==> src/rtl/hazard_ctrl.sv <==
// Pipeline hazard controller: shadow E/M/W destination records drive D-stage
// stall and forwarding decisions, plus the MDU busy window and flush clearing.
module hazard_ctrl #(
    parameter int unsigned MULT_CYC = 5,
    parameter int unsigned DIV_CYC  = 10
) (
    input  logic       clk,
    input  logic       reset,
    input  logic [4:0] d_rs,
    input  logic [4:0] d_rt,
    input  logic [1:0] d_tuse_rs,
    input  logic [1:0] d_tuse_rt,
    input  logic [4:0] d_dst,
    input  logic [1:0] d_tnew,
    input  logic       d_md_start,
    input  logic       d_md_div,
    input  logic       d_md_use,
    input  logic       flush,
    output logic       stall,
    output logic [1:0] fwd_rs,
    output logic [1:0] fwd_rt,
    output logic       md_busy
);

    localparam int unsigned REG_W  = 5;
    localparam int unsigned TNEW_W = 2;
    localparam int unsigned CNT_W  = 4;

    localparam logic [TNEW_W-1:0] TUSE_NONE = TNEW_W'(3);
    localparam logic [1:0] FWD_RF = 2'd0;
    localparam logic [1:0] FWD_E  = 2'd1;
    localparam logic [1:0] FWD_M  = 2'd2;
    localparam logic [1:0] FWD_W  = 2'd3;

    // In-flight producer record; the MDU flag is only needed while in E and
    // W results are always ready, so those stages keep only what they use.
    typedef struct packed {
        logic [REG_W-1:0]  dst;
        logic [TNEW_W-1:0] tnew;
    } data_rec_t;

    data_rec_t        e_q;
    data_rec_t        m_q;
    logic             e_md_q;
    logic [REG_W-1:0] w_dst_q;
    logic [CNT_W-1:0] cnt_q;
    logic [CNT_W-1:0] cnt_nxt;
    logic             md_busy_q;

    logic stall_rs;
    logic stall_rt;
    logic stall_md;
    logic issue;

    function automatic logic [TNEW_W-1:0] sat_dec(input logic [TNEW_W-1:0] t);
        return (t == '0) ? '0 : t - TNEW_W'(1);
    endfunction

    function automatic logic hit(input logic [REG_W-1:0] s, input logic [REG_W-1:0] dst);
        return (s != '0) && (dst == s);
    endfunction

    function automatic logic data_stall(input logic [REG_W-1:0]  s,
                                        input logic [TNEW_W-1:0] tuse,
                                        input data_rec_t         e,
                                        input data_rec_t         m);
        if (tuse == TUSE_NONE) begin
            return 1'b0;
        end
        return (hit(s, e.dst) && (e.tnew > tuse)) || (hit(s, m.dst) && (m.tnew > tuse));
    endfunction

    // Priority: E result ready, then M result ready, then anything in W.
    function automatic logic [1:0] fwd_sel(input logic [REG_W-1:0] s,
                                           input data_rec_t        e,
                                           input data_rec_t        m,
                                           input logic [REG_W-1:0] w_dst);
        if (hit(s, e.dst) && (e.tnew == '0)) begin
            return FWD_E;
        end
        if (hit(s, m.dst) && (m.tnew == '0)) begin
            return FWD_M;
        end
        if (hit(s, w_dst)) begin
            return FWD_W;
        end
        return FWD_RF;
    endfunction

    // Zero-latency hazard decode.
    always_comb begin
        stall_rs = data_stall(d_rs, d_tuse_rs, e_q, m_q);
        stall_rt = data_stall(d_rt, d_tuse_rt, e_q, m_q);
        stall_md = d_md_use && md_busy_q;
        stall    = (stall_rs || stall_rt || stall_md) && !flush;
        issue    = !stall && !flush;
        fwd_rs   = fwd_sel(d_rs, e_q, m_q, w_dst_q);
        fwd_rt   = fwd_sel(d_rt, e_q, m_q, w_dst_q);
    end

    // MDU busy counter: a flush kills an op still in E; an op past E finishes.
    always_comb begin
        cnt_nxt = cnt_q;
        if (flush && e_md_q) begin
            cnt_nxt = '0;
        end else if (d_md_start && issue) begin
            cnt_nxt = d_md_div ? CNT_W'(DIV_CYC) : CNT_W'(MULT_CYC);
        end else if (cnt_q != '0) begin
            cnt_nxt = cnt_q - CNT_W'(1);
        end
    end

    assign md_busy = md_busy_q;

    // E/M/W never stall; W still takes the old M on a flush.
    always_ff @(posedge clk) begin
        if (reset) begin
            e_q       <= '0;
            e_md_q    <= 1'b0;
            m_q       <= '0;
            w_dst_q   <= '0;
            cnt_q     <= '0;
            md_busy_q <= 1'b0;
        end else begin
            if (issue) begin
                e_q.dst  <= d_dst;
                e_q.tnew <= d_tnew;
                e_md_q   <= d_md_start;
            end else begin
                e_q    <= '0;
                e_md_q <= 1'b0;
            end
            if (flush) begin
                m_q <= '0;
            end else begin
                m_q.dst  <= e_q.dst;
                m_q.tnew <= sat_dec(e_q.tnew);
            end
            w_dst_q   <= m_q.dst;
            cnt_q     <= cnt_nxt;
            md_busy_q <= (cnt_nxt != '0);
        end
    end

endmodule

==> config.mk <==
export PLATFORM = sky130hd
export DESIGN_NAME = hazard_ctrl
export DESIGN_NICKNAME = d
export VERILOG_FILES = /design/src/rtl/hazard_ctrl.sv
export SDC_FILE = /design/constraint.sdc
export NUM_CORES = 1
export LEC_CHECK = 0
export CAP_MARGIN = 20
export CORE_MARGIN = 2
export CORE_UTILIZATION = 40
export DETAILED_ROUTE_END_ITERATION = 10
export PLACE_DENSITY = 0.65
export SLEW_MARGIN = 30
export SYNTH_ARGS = -nofsm -noshare
export SYNTH_HDL_FRONTEND = slang
export SYNTH_SLANG_ARGS = --single-unit
==> constraint.sdc <==
create_clock -name clk -period 7.3 [get_ports clk]
set_input_delay 1.46 -clock clk [delete_from_list [all_inputs] [get_ports clk]]
set_output_delay 1.46 -clock clk [all_outputs]
set_load 0.02 [all_outputs]
==> summary.txt <==
Layout
  – Layout overhead on the synthesized area: 26.5%
  – # nets final: roughly 240
  – Proportion of layout cells with a drive suffix above 1: 9.22%
  – Final instance area: 0.00197 mm2
  – # diodes: 0

Route
  – Vias: 1304
  – Total wire length: 3.40 mm
  – DR WL/cell: between 10 and 15 um
  – Antenna-violating nets left: 0
  – Via-to-Cell Ratio: just over 5
  – First-pass DRT Iterations: 4
  – # DRC: 0
  – Starting DRC count in detailed routing: 33

STA
  – RSZ-0062 raised after global routing: no
  – Clock skew: 0.000986 ns
  – Fmax: 180 MHz
  – Fin crit period: 5.57 ns
  – Final hold vios: 0
  – Slew HR: 60.6%
  – Slew @ Worst Pin: 0.587 ns
  – Setup TNS: 0 ns
  – Final Setup Violations: 0
  – Final Cycle Share: between 70% and 80%
  – Max Slew Vio Count: 0

Clocking
  – CTS tree: done
  – Clock Latency Late Sink: 0.26 ns
  – Reg clk slew, reported paths: 0.08 ns
  – Clock sinks: 25
  – CTS Hold Bufs: 0
  – CTS Buffer Depth: 2
  – Clock root buffer master: clkbuf_8
  – CTS buffer count: 3
  – Post_cts resized: 0
  – Post-CTS Repair Setup Buffers: 0
  – Htree depth: 1

Synthesis
  – Synth unique cells: 37
  – Synth Instances: 174
  – Synth async-reset ratio: 0%
  – Synthesized area: 0.00156 mm2
  – Syn_area_per_cell: 8.95 um2
  – EDFF count, synth: 0
  – Prevailing post-synth register cell: dfxtp_1
  – Sequential area share after synthesis: 32.1%
  – Net count after synthesis: 211
  – Warnings, synthesis: 0
  – #FFs+latches synth: 25

Placed design
  – Placed Area: just under 0.002 mm2
  – Port Buffers: 32
  – Post-DP HPWL: 2.90 mm
  – RePlAce Congestion: 0.825

Floorplan
  – Num rows: 22
  – Die area: 0.00441 mm2
  – Initial Utilization: 41.9%
  – Die Span X: 66.4 um
  – Core Footprint: 0.00372 mm2
  – Die H: about 66 um
  – IO Count: 33

Pwr
  – Static Leak: 0.796 nW
  – Switch share: 32.0%
  – VDD IR-drop max: roughly 0.1 mV
  – Logic pwr share: 37.1%
  – Tot Pwr: 0.000391 W
  – PD cells: slightly below 200 mW/mm2
  – Clock power frac: 20.4%
  – Sw power: 0.000125 W
  – Power Internal: 0.000266 W
  – Sequential power share: 42.5%

Setup path
  – Crit path DAT: about 4.1 ns
  – Setup CP Type: input pin to primary output
  – Worst-path maximum fanout: 10
  – Startpoint class of the critical path: input pin
  – Crit. End Element: primary output
  – Req. time, crit path: 5.84 ns
  – Worst r2r path cells: 7
  – R2R Setup Slk: between 5 and 6 ns

GRT
  – Vias in the first global route: roughly 1300
  – Overflow after GRT: 0
  – Antenna violations before repair: 0
  – Total GRT Usage: between 15 and 20%
  – Largest net degree at the start of global routing: 16
  – First-pass GRT wire length: roughly 5.7 mm

Hold path
  – Worst hold stages: 1
  – Min-Delay Path Class: flop to flop

Run
  – Max Cap Viol: 0

Run status
  – Status: completed
[per-stage QoR]
stage | setup slack (ns) | hold WS, ns | cells | util (%)
finish | 1.73 | 0.423 | 254 | 53.0
detailed placement | 1.73 | 0.411 | 250 | 51.7
global placement | 1.79 | 0.414 | 250 | 51.7
floorplan | 2.87 | 0.397 | 174 | -
CTS | 1.73 | 0.422 | 254 | 53.0
global route | 1.62 | 0.445 | 254 | 53.0
[registers in the layout, summed over array words and instances, names as in the netlist]
signal and count:
m_q 7, e_md_q 1, cnt_q 4, w_dst_q 5
md_busy 1, e_q 7
[synth_stat cells (all sizes together), types with 4 or more instances]
master	count	area share, %
nor3	8	2.6
inv	9	2.2
xnor2	21	12
nand2b	5	2.0
xor2	10	5.6
dfxtp	25	32
ha	10	8.0
nor4	7	4.2
and3	9	4.2
nor2	11	2.7
a21oi	5	1.6
clkbuf	4	1.0
nand2	9	2.7
nor2b	8	3.2
nand3	4	1.3
and2	6	2.4
[layout make-up]
cell class | instances | area [um2]
well taps | 48 | 60.1
repair buffers | 32 | 320
flip-flops and latches | 25 | 500
clock buffers | 3 | 41.3
inverters | 9 | 33.8
clock inverters | 1 | 7.51
fillers | 342 | 1750
multi-input cells | 136 | 1010
[worst max-delay path: stages]
cell	delay [ns]
clkdlybuf4s50_1	0.50
or4_4	0.57
o211a_1	0.24
a32o_1	0.25
nor4_4	0.45
nor2_1	0.08
clkdlybuf4s50_1	0.56
[kinds of logic after synthesis]
family	Yosys count	share of synthesized area, %
AND/OR/NAND/NOR	74	28.6
XOR/XNOR	31	17.4
flip-flops	25	32.1
AO/OA/AOI/OAI	19	9.16
buffers and inverters	13	3.21
adder cells (fa/ha/maj)	10	8.03
multiplexers	2	1.45
[power groups by stage]
stage / sequential [W] / combinational (W) / clock, W
6_report: 0.000166 / 0.000145 / 0.0000796
5_1_grt: 0.000168 / 0.000167 / 0.0000874
4_1_cts: 0.000166 / 0.000146 / 0.0000818
3_5_place_dp: 0.000169 / 0.000145 / 0
3_3_place_gp: 0.000168 / 0.000139 / 0
2_1_floorplan: 0.000167 / 0.0000998 / 0
[final timing paths]
kind                                         from                   to
worst max-delay path                      d_rs[1]                stall
worst min-delay path            e_q[0]$_SDFF_PP0_    m_q[0]$_SDFF_PP0_
worst max register to register  m_q[1]$_SDFF_PP0_  cnt_q[2]$_SDFF_PP0_
worst min register to register  e_q[0]$_SDFF_PP0_    m_q[0]$_SDFF_PP0_
[routing by layer]
layer | vias to the layer above | track usage, % | part of all wire (%)
li1 | 663 | - | -
met1 | 611 | 22.3 | 49
met3 | 2 | 1.36 | 3.4
met4 | 0 | 5.36 | 0.91
met5 | - | 0 | 0
met2 | 28 | 28.5 | 46
[cells in the final DEF (no fill, tap or decap), drive strengths merged]
cell           instances
clkdlybuf4s50         32
dfxtp                 25
xnor2                 21
nor2                  11
xor2                  10
ha                    10
inv                    9
nand2                  9
and3                   9
nor3                   8
nor2b                  8
nor4                   7
and2                   6
nand2b                 5
a21oi                  5
nand3                  4
clkbuf                 3
o211a                  2
o21a                   2
a22oi                  2
o21ai                  2
a222oi                 2
a21bo                  2
mux2                   2
or4                    2
or2b                   1
a32o                   1
a21o                   1
or3                    1
nand4                  1
or2                    1
nand3b                 1
clkinvlp               1
Power figures use the tool's default switching activity.
